`config.mk`:
```
export PLATFORM = sky130hd
export DESIGN_NAME = dma_rd_streamer
export DESIGN_NICKNAME = d
export VERILOG_FILES = /design/src/rtl/dma_rd_streamer.sv
export SDC_FILE = /design/constraint.sdc
export NUM_CORES = 1
export LEC_CHECK = 0
export BUFFER_PORTS_ARGS = -buffer_cell sky130_fd_sc_hd__clkbuf_2
export CELL_PAD_IN_SITES_DETAIL_PLACEMENT = 1
export CELL_PAD_IN_SITES_GLOBAL_PLACEMENT = 1
export CORE_MARGIN = 1.5
export CORE_UTILIZATION = 45
export DETAILED_ROUTE_END_ITERATION = 10
export PLACE_DENSITY = 0.87
export RECOVER_POWER = 50
export SYNTH_ARGS = -nofsm -noshare
export SYNTH_HDL_FRONTEND = slang
export SYNTH_SLANG_ARGS = --single-unit
export TNS_END_PERCENT = 100
```
`constraint.sdc`:
```
create_clock -name clk -period 10.3 [get_ports clk]
set_clock_uncertainty 0.15 [all_clocks]
set_input_delay 2.06 -clock clk [delete_from_list [all_inputs] [get_ports clk]]
set_output_delay 2.06 -clock clk [all_outputs]
set_load 0.005 [all_outputs]
```
`src/rtl/dma_rd_streamer.sv`:
```
`default_nettype none
// ============================================================================
// Module   : dma_rd_streamer
// Brief    : Splits one DMA descriptor into AXI4 AR bursts (max-length and
//            4KB-boundary aware) and pulses done once every burst is accepted.
// Revision : 1.0
// ============================================================================
module dma_rd_streamer #(
    parameter int ADDR_W    = 32,
    parameter int DATA_W    = 32,
    parameter int BYTES_W   = 32,
    parameter int MAX_BEATS = 256
) (
    input  logic               clk,
    input  logic               rst,
    input  logic               str_valid_i,
    input  logic [ADDR_W-1:0]  desc_addr_i,
    input  logic [BYTES_W-1:0] desc_bytes_i,
    input  logic               desc_fixed_i,
    output logic               done_o,
    output logic               busy_o,
    output logic               arvalid_o,
    input  logic               arready_i,
    output logic [ADDR_W-1:0]  araddr_o,
    output logic [7:0]         arlen_o,
    output logic [2:0]         arsize_o,
    output logic [1:0]         arburst_o
);

    localparam int c_bpb = DATA_W / 8;
    localparam int c_sz  = $clog2(c_bpb);
    localparam int c_rw  = BYTES_W + 1;
    localparam int c_cw  = (c_rw > 13) ? c_rw : 13;

    typedef enum logic [1:0] {
        S_IDLE = 2'd0,
        S_CALC = 2'd1,
        S_REQ  = 2'd2,
        S_DONE = 2'd3
    } state_t;

    state_t            state_q, state_d;
    logic [ADDR_W-1:0] addr_q, addr_d;
    logic [c_rw-1:0]   rem_q, rem_d;
    logic              fixed_q, fixed_d;
    logic [8:0]        len_q, len_d;
    logic              done_q, done_d;
    logic              busy_q, busy_d;
    logic              arvalid_q, arvalid_d;
    logic [ADDR_W-1:0] araddr_q, araddr_d;
    logic [7:0]        arlen_q, arlen_d;
    logic [1:0]        arburst_q, arburst_d;

    logic [c_rw-1:0]   w_beats;
    logic [12:0]       w_page_room;
    logic [12:0]       w_page_beats;
    logic [c_cw-1:0]   w_cap;
    logic [c_cw-1:0]   w_len_full;
    logic [8:0]        w_len;
    logic              w_unused;

    // Extra bit on the beat count keeps ceil() from overflowing at max byte count
    assign w_beats      = (c_rw'(desc_bytes_i) + c_rw'(c_bpb - 1)) >> c_sz;
    assign w_page_room  = 13'd4096 - {1'b0, addr_q[11:0]};
    assign w_page_beats = w_page_room >> c_sz;

    always_comb begin
        w_cap = c_cw'(16);
        if (!fixed_q) begin
            w_cap = (c_cw'(w_page_beats) < c_cw'(MAX_BEATS)) ? c_cw'(w_page_beats)
                                                            : c_cw'(MAX_BEATS);
        end
        w_len_full = (c_cw'(rem_q) < w_cap) ? c_cw'(rem_q) : w_cap;
    end

    // Burst length never exceeds 256, so the upper bits are always zero
    assign w_len    = w_len_full[8:0];
    assign w_unused = ^w_len_full[c_cw-1:9];

    always_comb begin
        state_d   = state_q;
        addr_d    = addr_q;
        rem_d     = rem_q;
        fixed_d   = fixed_q;
        len_d     = len_q;
        arvalid_d = arvalid_q;
        araddr_d  = araddr_q;
        arlen_d   = arlen_q;
        arburst_d = arburst_q;
        case (state_q)
            S_IDLE: begin
                if (str_valid_i) begin
                    addr_d  = desc_addr_i & ~ADDR_W'(c_bpb - 1);
                    rem_d   = w_beats;
                    fixed_d = desc_fixed_i;
                    state_d = (w_beats == '0) ? S_DONE : S_CALC;
                end
            end
            S_CALC: begin
                if (!str_valid_i) begin
                    state_d = S_IDLE;
                end else begin
                    len_d     = w_len;
                    araddr_d  = addr_q;
                    arlen_d   = 8'(w_len - 9'd1);
                    arburst_d = fixed_q ? 2'b00 : 2'b01;
                    arvalid_d = 1'b1;
                    state_d   = S_REQ;
                end
            end
            S_REQ: begin
                // AR fields stay frozen until accepted, even if the request is withdrawn
                if (arready_i) begin
                    arvalid_d = 1'b0;
                    rem_d     = rem_q - c_rw'(len_q);
                    if (!fixed_q) begin
                        addr_d = addr_q + (ADDR_W'(len_q) << c_sz);
                    end
                    if (!str_valid_i) begin
                        state_d = S_IDLE;
                    end else if (rem_d == '0) begin
                        state_d = S_DONE;
                    end else begin
                        state_d = S_CALC;
                    end
                end
            end
            S_DONE: begin
                state_d = S_IDLE;
            end
            default: begin
                state_d = S_IDLE;
            end
        endcase
        done_d = (state_d == S_DONE);
        busy_d = (state_d != S_IDLE);
    end

    always_ff @(posedge clk) begin
        if (rst) begin
            state_q   <= S_IDLE;
            addr_q    <= '0;
            rem_q     <= '0;
            fixed_q   <= 1'b0;
            len_q     <= '0;
            done_q    <= 1'b0;
            busy_q    <= 1'b0;
            arvalid_q <= 1'b0;
            araddr_q  <= '0;
            arlen_q   <= '0;
            arburst_q <= 2'b01;
        end else begin
            state_q   <= state_d;
            addr_q    <= addr_d;
            rem_q     <= rem_d;
            fixed_q   <= fixed_d;
            len_q     <= len_d;
            done_q    <= done_d;
            busy_q    <= busy_d;
            arvalid_q <= arvalid_d;
            araddr_q  <= araddr_d;
            arlen_q   <= arlen_d;
            arburst_q <= arburst_d;
        end
    end

    assign done_o    = done_q;
    assign busy_o    = busy_q;
    assign arvalid_o = arvalid_q;
    assign araddr_o  = araddr_q;
    assign arlen_o   = arlen_q;
    assign arsize_o  = 3'(c_sz);
    assign arburst_o = arburst_q;

endmodule
`default_nettype wire

```
### Word-level counts from Yosys, hierarchy flattened

Index checks and enable logic that the tools add are counted.

| operators by class | value |
|---|---|
| add/sub/neg operators | 5 |
| mux-type cells | 21 |
| eq/ne operators | 8 |
| reductions and logical operators | 11 |
| order comparisons | 2 |

Operators with widths:

| cell | count |
|---|---|
| 32-bit two-way mux | 3 |
| 33-bit zero test | 2 |
| 33-bit two-way mux | 2 |
| 33-bit one-hot mux with 2 select lines | 1 |
| 32-bit one-hot mux with 2 select lines | 1 |
| 32-bit by 2-bit adder with 33-bit output (second input constant) | 1 |
| 33-bit by 11-bit < comparator with 1-bit output | 1 |
| 33-bit by 9-bit subtractor with 33-bit output | 1 |
| 32-bit by 11-bit adder with 32-bit output | 1 |
| 11-bit two-way mux | 2 |
| 13-bit by 12-bit subtractor with 13-bit output (first input constant) | 1 |
| 2-bit two-way mux | 6 |
| 11-bit by 9-bit < comparator with 1-bit output (second input constant) | 1 |
| 9-bit two-way mux | 1 |
| 2-bit inequality test (second input constant) | 4 |
| 2-bit one-hot mux with 4 select lines | 1 |
| 8-bit by 1-bit subtractor with 8-bit output (second input constant) | 1 |
| 2-bit == test (second input constant) | 3 |
| 3-bit AND reduction | 2 |
| 2-bit nonzero test | 3 |
| 2-bit AND reduction | 2 |
| 4-bit AND reduction | 1 |
| 1-bit two-way mux | 3 |
| 2-bit by 1-bit == test with 1-bit output (second input constant) | 1 |
| 2 further kinds | 2 |

| word-level totals | value |
|---|---|
| input bits | 69 |
| logic and storage cells | 58 |
| register bits after elaboration | 122 |
| output and inout port bits | 48 |

### Logic depth before layout (Yosys ltp)

Gate-level depths: netlist of the first run.

| depth | value |
|---|---|
| depth after elaboration | 7 |
| depth in mapped cells | 24 |
| gate-level depth less buffers | 21 |

### Least setup slack after synthesis of the first run

Ideal clock, no wire load.

| timing | value |
|---|---|
| path type | reg2reg |
| start point | register addr_q[3] |
| end point | register arlen_q[6], in the netlist arlen_o[6] |
| path buffers | 3 |
| arrival time | 4053 ps |
| stages on the path, launching flop included | 24 |
| setup time | 115 ps |
| clock period less this slack | 4317 ps |
| path slack | 5983 ps |
| required time | 10035 ps |
| path through | dfxtp_1 inv_1 ha_1 or3b_1 clkbuf_1 nor4_4 or2_1 buf_2 nand2_1 ha_1 a21oi_1 o211ai_1 o2111ai_1 nand4_1 o21bai_2 buf_2 a31oi_1 ha_1 nand2_1 nor3_1 nand2_1 nor2_1 a211oi_1 o21a_1 |

| between the ends | value |
|---|---|
| longest elaborated chain between the ends | 7 |

Ends and longest elaborated chain:

| element | line | source |
|---|---|---|
| start, declared | 43 | `logic [ADDR_W-1:0] addr_q, addr_d;` |
| start signal, assigned | 154 | `addr_q <= addr_d;` |
| 13-bit by 12-bit subtractor with 13-bit output * | 64 | `assign w_page_room = 13'd4096 - {1'b0, addr_q[11:0]};` |
| 11-bit by 9-bit < comparator with 1-bit output | 70 | `w_cap = (c_cw'(w_page_beats) < c_cw'(MAX_BEATS)) ? c_cw'(w_page_beats)` |
| 11-bit two-way mux * | 70 |  |
| 11-bit two-way mux * | 69 | `if (!fixed_q) begin` |
| 33-bit by 11-bit < comparator with 1-bit output | 73 | `w_len_full = (c_cw'(rem_q) < w_cap) ? c_cw'(rem_q) : w_cap;` |
| 9-bit two-way mux * | 73 |  |
| 8-bit by 1-bit subtractor with 8-bit output * | 105 | `arlen_d = 8'(w_len - 9'd1);` |
| end signal, assigned | 162 | `arlen_q <= arlen_d;` |
| end, declared | 51 | `logic [7:0] arlen_q, arlen_d;` |

Mark *: on every way between the ends. The rest lies on a longest branch, timed or not.
A chain may end at the register's enable or synchronous reset.

==> impl_metrics.csv, run 1 <==
group,metric,value,unit
run_status,outcome,"complete, but fails checks",
run_status,violations,"capacitance limit, slew limit",
logic_synthesis,async_flop_share,0,
detailed_routing,firstDrtPassIters,5,
timing,worstMarginPinSlew,2.828,ns
detailed_routing,vias,8428,
clocking,hold_buffers,0,
setup_path,r2r-start,"addr_q[3]",
place,gp_congestion,0.8797,
grt,grt_overflow_total,0,
final_layout,final_cell_mix,"nand2_1 (151), dfxtp_1 (117), nor2_1 (107), a21oi_1 (103), clkbuf_2 (93)",
pwr,powerDensity,161.0,mW/mm2
logic_synthesis,syn_area,0.007769,mm2
timing,fin_crit_sh,0.5912,
grt,grt_pass1_vias,8412,
detailed_routing,postRouteAntennaNets,0,
setup_path,crit_required,10.46,ns
clocking,cts.path.max_buffers,2,
clocking,cts.sinks,117,
clocking,root_buffer,"clkbuf_16",
detailed_routing,wl,27020,um
final_layout,finalNetCount,1225,
timing,fin_ws,4.210,ns
setup_path,critPathKind,"in2reg",
detailed_routing,dr.first_iter.drc_count,656,
detailed_routing,wl_per_cell,19.91,um
detailed_routing,via_per_inst,6.211,
logic_synthesis,yosysSeqAreaShare,0.3015,
grt,grt_usage,0.3011,
setup_path,start_kind,"input pin",
floorplanning,die_h,134.4,um
pwr,ir_drop,0.0001250,V
final_layout,nFillCells,2177,
logic_synthesis,avgSynthCellArea,7.392,um2
final_layout,final_common_cell,"nand2_1",
logic_synthesis,yosysWarnings,0,
timing,fin_tns_setup,0,ns
floorplanning,initial_core_util,0.4652,
floorplanning,dieArea,0.01806,mm2
timing,period_needed,6.090,ns
logic_synthesis,yosys.cell_types.count,75,
timing,finalHoldViolations,0,
grt,grt_max_degree,63,
setup_path,cp-startpoint,"rst",
timing,slew_headroom,-0.8853,
flow_run,max-cap-violations,2,
floorplanning,pin_count,117,
logic_synthesis,synth_seq_cells,117,
pwr,power.leakage,3.360,nW
setup_path,worstSetupEndpointType,"flop",
clocking,cts_made_buffers,17,
final_layout,drive_gt1_frac,0.1310,
worst_hold_path,hold_class,"reg2reg",
logic_synthesis,ys.flop_type,"dfxtp_1",
place,dpl-instance-area,0.008401,mm2
floorplanning,fp.dieW,134.4,um
final_layout,area_delta_synth_final,15.48,%
place,pre_cts_ws,5.010,ns
timing,fmaxAchievable,164.2,MHz
logic_synthesis,syn-instance-count,1051,
worst_hold_path,holdCritStartpoint,"araddr_o[8]",
floorplanning,fp.coreArea,0.01670,mm2
timing,drv_slew,105,
timing,rsz0062_at_grt,"no",
clocking,ctsResizeCount,0,
detailed_routing,drc,0,
grt,antenna_found_initial,0,
final_layout,final_area,0.008971,mm2
clocking,cts.clk_slew.worst_paths,0.05,ns
grt,grt_pass1_wl,43480,um
timing,setup_violations,0,
clocking,clkLatencyLatePin,0.42,ns
place,portBuffers,108,
final_layout,diodes,0,
setup_path,regToRegSetupSlack,4.84,ns
clocking,cts_max_level,4,
setup_path,crit_fanout,62,
floorplanning,rows,47,
logic_synthesis,synth_edf_count,0,
setup_path,cp_data_arrival_time,6.25,ns
clocking,post-cts-setup-buffer-count,0,
place,hpwl,18790,um
clocking,cts_tree,"done",
## cells by family after synthesis
| kind of cell | share of synthesized area |
|---|---|
| and+or+nand+nor | 0.2728 |
| AOI/OAI and AO/OA | 0.2485 |
| DFF | 0.3015 |
| buffers and inverters | 0.05315 |
| xor gates and xnor gates | 0.05975 |
| adders and majority gates | 0.05347 |
| muxes | 0.009824 |
| other | 0.0009667 |
## layer usage
metal	up-vias	wire [um]	global-route usage
met4	0	844	0.1207
met5	-	0	0
met1	4066	11690	0.3834
met2	337	12980	0.5097
li1	3958	-	-
met3	67	1506	0.04573
## cell usage after synthesis, types with 17 or more instances
cell,instances,area share
nor3_1,32,0.021
a21oi_1,103,0.066
nor4_1,17,0.014
inv_1,31,0.015
nand2_1,151,0.073
nor2_1,107,0.052
a211oi_1,29,0.028
xnor2_1,35,0.039
clkbuf_1,55,0.027
xor2_1,18,0.020
dfxtp_1,117,0.30
nand3_1,31,0.020
o21ai_0,55,0.035
ha_1,30,0.048
## state kept, by name (all words and copies together), names as in the netlist
name       cells
len_q          9
arvalid_o      1
fixed_q        1
busy_o         1
araddr_o      30
arburst_o      1
addr_q        30
state_q        2
arlen_o        8
rem_q         33
done_o         1
## report_power, final
| part | internal [W] | switching (W) | total [W] |
|---|---|---|---|
| Sequential | 0.000479 | 0.0000406 | 0.000519 |
| Combinational | 0.000116 | 0.000198 | 0.000314 |
| Clock | 0.000386 | 0.000225 | 0.000611 |
| Total | 0.000980 | 0.000464 | 0.00144 |
## final timing paths
check,to,cells after the start
worst min-delay path,araddr_o[8],2
worst max register to register,arlen_o[6],20
worst min register to register,araddr_o[8],2
worst max-delay path,arlen_o[4],4
## cell type report
type | count | area, um2 | share of cell area
clock buffer | 20 | 446.7 | 0.04979
clock inverter | 12 | 152.6 | 0.01702
inverter | 31 | 116.4 | 0.01297
multi-input combinational | 839 | 5049 | 0.5628
sequential | 117 | 2342 | 0.2611
tap | 220 | 275.3 | 0.03068
timing repair buffer | 118 | 589.3 | 0.06569
## metrics by stage
stage	utilization	hold slack [ns]	instances	power [W]
global placement	0.5030	0.2908	1325	0.0008167
CTS	0.5389	0.3068	1357	0.001441
global route	0.5372	0.3233	1357	0.001500
floorplan	-	0.2903	1057	0.0007300
detailed placement	0.5030	0.2996	1325	0.0008289
finish	0.5372	0.3023	1357	0.001444
## critical path, cell delays in order
cell,delay (ns)
clkbuf_1,1.41
clkbuf_1,2.07
o41ai_1,0.29
a41o_1,0.31
(Power assumes the default switching activity.)
==> run 2: changes to the inputs <==
--- a/config.mk
+++ b/config.mk
@@ -9,9 +9,9 @@
 export CELL_PAD_IN_SITES_DETAIL_PLACEMENT = 1
 export CELL_PAD_IN_SITES_GLOBAL_PLACEMENT = 1
 export CORE_MARGIN = 1.5
-export CORE_UTILIZATION = 45
+export CORE_UTILIZATION = 42
 export DETAILED_ROUTE_END_ITERATION = 10
-export PLACE_DENSITY = 0.87
+export PLACE_DENSITY = 0.82
 export RECOVER_POWER = 50
 export SYNTH_ARGS = -nofsm -noshare
 export SYNTH_HDL_FRONTEND = slang
==> constraint.sdc (replaced) <==
create_clock -name clk -period 5.72 [get_ports clk]
set_clock_uncertainty 0.15 [all_clocks]
set_input_delay 1.144 -clock clk [delete_from_list [all_inputs] [get_ports clk]]
set_output_delay 1.144 -clock clk [all_outputs]
set_load 0.005 [all_outputs]
==> run 2 against run 1 <==
Against the previous run: the flow still finishes with violations (capacitance limit, slew limit); sequential power rose by 79%; flip-flop and latch count stayed put; sequential share of layout area about the same; clock-buffer cell count down 2; largest cell class unchanged; hold slack worse by 0.0010 ns; register-to-register slack got worse by 4.0 ns; via count is 2.4% lower; critical endpoint is now arlen_o[6]; setup slack worse by 3.4 ns; cell area grew 0.17%.
==> impl_metrics.csv, run 2 (same netlist as run 1, synthesis figures left out) <==
group,metric,value,unit
clocking,ctsResizeCount,0,
place,placed_cells,1337,
place,hpwl,18610,um
worst_hold_path,hold_class,"reg2reg",
clocking,post-cts-setup-buffer-count,0,
detailed_routing,wl,25870,um
final_layout,final_cells,1369,
timing,setup_violations,0,
final_layout,top_register,"rem_q",
run_status,outcome,"complete, but fails checks",
pwr,combPwrFrac,0.215,
timing,slew_headroom,-1.317,
setup_path,critPathKind,"reg2reg",
timing,drv_slew,74,
clocking,cts.clk_slew.worst_paths,0.06,ns
floorplanning,fp.dieW,139.0,um
clocking,cts_tree,"done",
flow_run,max-cap-violations,2,
setup_path,path_cells,"inv_1 -> ha_1 -> or3b_1 -> nor4_4 -> or2_1 -> nand2_1 -> ha_1 -> a21oi_1 -> o211ai_1 -> o2111ai_1 -> nand4_1 -> o21bai_2 -> a31oi_1 -> ha_1 -> nand2_1 -> nor3_1 -> nand2_1 -> nor2_1 -> a211oi_1 -> o21a_1",
final_layout,diodes,0,
pwr,p_sw,0.0008500,W
pwr,ir_drop,0.0002113,V
pwr,p_clk_frac,0.423,
floorplanning,rows,49,
final_layout,final_cell_mix,"nand2_1 (151), dfxtp_1 (117), nor2_1 (107), a21oi_1 (103), clkbuf_2 (89)",
timing,period_needed,4.878,ns
grt,grt_usage,0.2665,
clocking,hold_buffers,0,
final_layout,final_core_util,0.4985,
setup_path,crit_required,5.89,ns
grt,grt_pass1_wl,42070,um
pwr,power.leakage,3.356,nW
setup_path,slowest_delay,0.49,ns
floorplanning,dieArea,0.01932,mm2
clocking,cts.sinks,117,
timing,rsz0062_at_grt,"no",
timing,fmaxAchievable,205.0,MHz
place,gp_congestion,0.8855,
clocking,root_buffer,"clkbuf_16",
timing,fin_tns_setup,0,ns
final_layout,final_common_cell,"nand2_1",
final_layout,finalNetCount,1228,
clocking,cts_made_buffers,17,
timing,worst_hold_slack,0.3013,ns
clocking,clkLatencyLatePin,0.43,ns
detailed_routing,drc,0,
floorplanning,pin_count,117,
run_status,violations,"capacitance limit, slew limit",
detailed_routing,dr.first_iter.drc_count,564,
clocking,cts_max_level,4,
final_layout,area_delta_synth_final,15.67,%
grt,antenna_found_initial,0,
timing,finalHoldViolations,0,
final_layout,nFillCells,2342,
pwr,seqPwrFrac,0.361,
grt,grt_overflow_total,0,
grt,grt_pass1_vias,8168,
final_layout,drive_gt1_frac,0.1289,
place,portBuffers,108,
pwr,swShare,0.3301,
grt,grt_max_degree,74,
floorplanning,initial_core_util,0.4310,
setup_path,cp_slowest_cell,"or3b_1",
setup_path,start_kind,"flop",
detailed_routing,via_per_inst,6.009,
setup_path,cp_data_arrival_time,5.05,ns
pwr,p_int,0.001725,W
floorplanning,fp.coreArea,0.01802,mm2
detailed_routing,postRouteAntennaNets,0,
timing,fin_crit_sh,0.8528,
setup_path,worstSetupEndpointType,"flop",
detailed_routing,firstDrtPassIters,5,
pwr,powerDensity,286.6,mW/mm2
timing,worstMarginPinSlew,3.475,ns
setup_path,crit_fanout,8,
floorplanning,die_h,139.0,um
pwr,power,0.002575,W
clocking,cts.path.max_buffers,2,
detailed_routing,vias,8226,
detailed_routing,wl_per_cell,18.89,um
final_layout,largest_register_ffs,33,
## run 2: cell types whose count changed in the layout (fill, tap and decap cells not counted), moves of 2 or more
| cell | change |
|---|---|
| clkbuf_2 | -4 |
| clkinv_4 | +4 |
| buf_4 | +3 |
| clkbuf_1 | +2 |
## run 2: through the flow
step / setup WS [ns] / cell area, um2
2_1_floorplan: 1.403 / 7791
3_3_place_gp: 1.067 / 8434
3_5_place_dp: 0.9065 / 8434
4_1_cts: 0.8495 / 9026
5_1_grt: 0.4844 / 8986
6_report: 0.8420 / 8986
## run 2: path summary, 6_finish.rpt
check / endpoint / cells after the start / startpoint / slack [ns]
setup / recovery: arlen_o[6] / 20 / addr_q[3] / 0.84
hold / removal: araddr_o[2] / 2 / araddr_o[2] / 0.30
setup reg to reg: arlen_o[6] / 20 / addr_q[3] / 0.84
hold reg to reg: araddr_o[2] / 2 / araddr_o[2] / 0.30
## run 2: worst max-delay path, delay by kind of cell, from the launching register on
family | cells | cell delay, ns
and+or+nand+nor | 9 | 2.00
buffers and inverters | 1 | 0.15
adders and majority gates | 3 | 0.81
AOI/OAI and AO/OA | 7 | 1.27
DFF | 1 | 0.38
## run 2: power by group through the flow
stage	Sequential (W)	Clock [W]	Combinational [W]
global route	0.000938	0.00113	0.000613
global placement	0.000943	0	0.000528
CTS	0.000929	0.00110	0.000552
finish	0.000931	0.00109	0.000555
floorplan	0.000917	0	0.000397
detailed placement	0.000946	0	0.000545
## run 2: layout make-up
type                    instances  area [um2]  area share
clock buffers                  18       439.2     0.04887
clock inverters                14       152.6     0.01699
inverters                      31       116.4     0.01295
multi-input cells             839        5042      0.5611
flip-flops and latches        117        2342      0.2607
well taps                     229       286.5     0.03189
repair buffers                121       606.8     0.06753
## run 2: metal layers
| metal | vias up | GRT usage | part of all wire |
|---|---|---|---|
| met1 | 3975 | 0.3503 | 0.46 |
| met5 | - | 0 | 0 |
| met2 | 232 | 0.4476 | 0.47 |
| met4 | 0 | 0.09485 | 0.022 |
| met3 | 44 | 0.03591 | 0.045 |
| li1 | 3975 | - | - |
==> run 3: changes to the inputs <==
--- a/config.mk
+++ b/config.mk
@@ -12,7 +12,6 @@
 export CORE_UTILIZATION = 42
 export DETAILED_ROUTE_END_ITERATION = 10
 export PLACE_DENSITY = 0.82
-export RECOVER_POWER = 50
 export SYNTH_ARGS = -nofsm -noshare
 export SYNTH_HDL_FRONTEND = slang
 export SYNTH_SLANG_ARGS = --single-unit
==> constraint.sdc (replaced) <==
create_clock -name clk -period 5.2 [get_ports clk]
set_clock_uncertainty 0.15 [all_clocks]
set_input_delay 1.04 -clock clk [delete_from_list [all_inputs] [get_ports clk]]
set_output_delay 1.04 -clock clk [all_outputs]
set_load 0.005 [all_outputs]
==> run 3 against run 2 <==
Against the previous run: the run now ends clean; core utilization grew 0.26 points; critical path depth is 1 lower; sequential share of layout area fell by 0.14 points; cell area rose by 0.53%; non-clock buffer count up 3; critical endpoint unchanged.
==> impl_metrics.csv, run 3 (same netlist as run 1, synthesis figures left out) <==
group,metric,value,unit
timing,finalHoldViolations,0,
clocking,root_buffer,"clkbuf_16",
grt,antenna_found_initial,0,
place,hpwl,18480,um
detailed_routing,firstDrtPassIters,5,
floorplanning,fp.coreArea,0.01802,mm2
clocking,cts_made_buffers,17,
clocking,cts.path.max_buffers,2,
clocking,hold_buffers,0,
floorplanning,initial_core_util,0.4310,
final_layout,largest_register_ffs,33,
timing,worstMarginPinSlew,0.9655,ns
grt,grt_usage,0.2737,
pwr,powerDensity,310.5,mW/mm2
setup_path,path_cells,"inv_1 -> ha_1 -> or3b_1 -> nor4_4 -> o211ai_1 -> ha_1 -> a211oi_1 -> o211ai_1 -> o2111ai_1 -> nand4_1 -> o21bai_2 -> a31oi_1 -> ha_1 -> nand2_1 -> nor3_1 -> nand2_1 -> nor2_1 -> a211oi_1 -> o21a_1",
setup_path,crit_fanout,6,
floorplanning,die_h,139.0,um
final_layout,area_delta_synth_final,16.28,%
timing,worst_hold_slack,0.3033,ns
timing,fmaxAchievable,207.9,MHz
setup_path,slowest_delay,0.49,ns
clocking,cts_max_level,4,
floorplanning,fp.dieW,139.0,um
place,pre_cts_ws,0.4159,ns
floorplanning,dieArea,0.01932,mm2
timing,period_needed,4.811,ns
detailed_routing,via_per_inst,6.077,
grt,grt_pass1_vias,8323,
clocking,clkLatencyLatePin,0.42,ns
detailed_routing,postRouteAntennaNets,0,
timing,fin_crit_sh,0.9251,
setup_path,crit_required,5.37,ns
run_status,outcome,"complete, no violations",
timing,fin_tns_setup,0,ns
detailed_routing,wl,26390,um
flow_run,max-cap-violations,0,
detailed_routing,dr.first_iter.drc_count,587,
final_layout,drive_gt1_frac,0.1525,
final_layout,finalNetCount,1231,
final_layout,final_cell_mix,"nand2_1 (151), dfxtp_1 (117), nor2_1 (107), clkbuf_2 (107), a21oi_1 (103)",
grt,grt_max_degree,74,
timing,fin_ws,0.3895,ns
floorplanning,pin_count,117,
final_layout,final_cells,1370,
pwr,power.leakage,3.443,nW
setup_path,critPathKind,"reg2reg",
setup_path,crit_family,"simple AND/OR/NAND/NOR gates",
clocking,cts.sinks,117,
detailed_routing,wl_per_cell,19.26,um
timing,setup_violations,0,
pwr,ir_drop,0.0002280,V
setup_path,cp_data_arrival_time,4.98,ns
detailed_routing,drc,0,
place,portBuffers,108,
worst_hold_path,hold_class,"reg2reg",
final_layout,diodes,0,
setup_path,start_kind,"flop",
setup_path,crit_top_cell,"ha_1",
grt,grt_pass1_wl,43300,um
clocking,cts.clk_slew.worst_paths,0.05,ns
setup_path,worst-path-buf-inv,1,
grt,grt_overflow_total,0,
clocking,cts_tree,"done",
floorplanning,rows,49,
final_layout,top_register,"rem_q",
timing,slew_headroom,0.3556,
place,placed_cells,1340,
detailed_routing,vias,8325,
setup_path,cp_slowest_cell,"or3b_1",
setup_path,worstSetupEndpointType,"flop",
final_layout,final_core_util,0.5012,
timing,drv_slew,0,
place,gp_congestion,0.9155,
final_layout,final_common_cell,"nand2_1",
-- run 3: cell count changes in the layout (fill, tap and decap cells not counted), sizes merged --
cell / before / now
inv: 33 / 31
clkinv: 6 / 5
clkinvlp: 4 / 3
clkbuf: 128 / 127
buf: 11 / 17
-- run 3: power by group --
group / total [W] / internal (W) / switching (W)
sequential: 0.00102 / 0.000948 / 0.0000735
combinational: 0.000630 / 0.000236 / 0.000394
clock: 0.00115 / 0.000719 / 0.000434
total: 0.00280 / 0.00190 / 0.000902
-- run 3: worst register-to-register path: stages (launching register included) --
cell and delay (ns):
dfxtp_1 0.39, inv_1 0.18, ha_1 0.21, or3b_1 0.49
nor4_4 0.37, o211ai_1 0.20, ha_1 0.34, a211oi_1 0.27
o211ai_1 0.13, o2111ai_1 0.22, nand4_1 0.11, o21bai_2 0.27
a31oi_1 0.26, ha_1 0.26, nand2_1 0.12, nor3_1 0.30
nand2_1 0.11, nor2_1 0.10, a211oi_1 0.06, o21a_1 0.18
-- run 3: final cells by class --
cell class / count / area [um2]
Clock buffer: 20 / 456.7
Clock inverter: 10 / 107.6
Fill cell: 2321 / 8991
Inverter: 31 / 116.4
Multi-Input combinational cell: 839 / 5061
Sequential cell: 117 / 2342
Tap cell: 229 / 286.5
Timing Repair Buffer: 124 / 663.1
-- run 3: path summary, 6_finish.rpt --
path / startpoint / cells after the start / to / slack, ns
setup reg to reg: addr_q[3] / 19 / arlen_o[6] / 0.39
setup / recovery: addr_q[3] / 19 / arlen_o[6] / 0.39
hold reg to reg: araddr_o[10] / 2 / araddr_o[10] / 0.30
hold / removal: araddr_o[10] / 2 / araddr_o[10] / 0.30
-- run 3: routing by layer --
metal | wire length [um] | part of all wire | global-route usage
met1 | 12010 | 0.46 | 0.3493
met2 | 12620 | 0.48 | 0.4646
met3 | 1160 | 0.044 | 0.04627
met4 | 604 | 0.023 | 0.09923
met5 | 0 | 0 | 0
-- run 3: metrics by stage --
| stage | total power, W | cell area (um2) |
|---|---|---|
| after global placement | 0.001625 | 8457 |
| final | 0.002805 | 9034 |
| after floorplan | 0.001446 | 7791 |
| after detailed placement | 0.001643 | 8457 |
| after CTS | 0.002801 | 9021 |
| after global routing | 0.002917 | 9034 |
-- run 3: repair_timing --
action,4_1_cts,5_1_grt
setup endpoints to repair,0,1
setup buffers,0,0
resized for setup,0,3
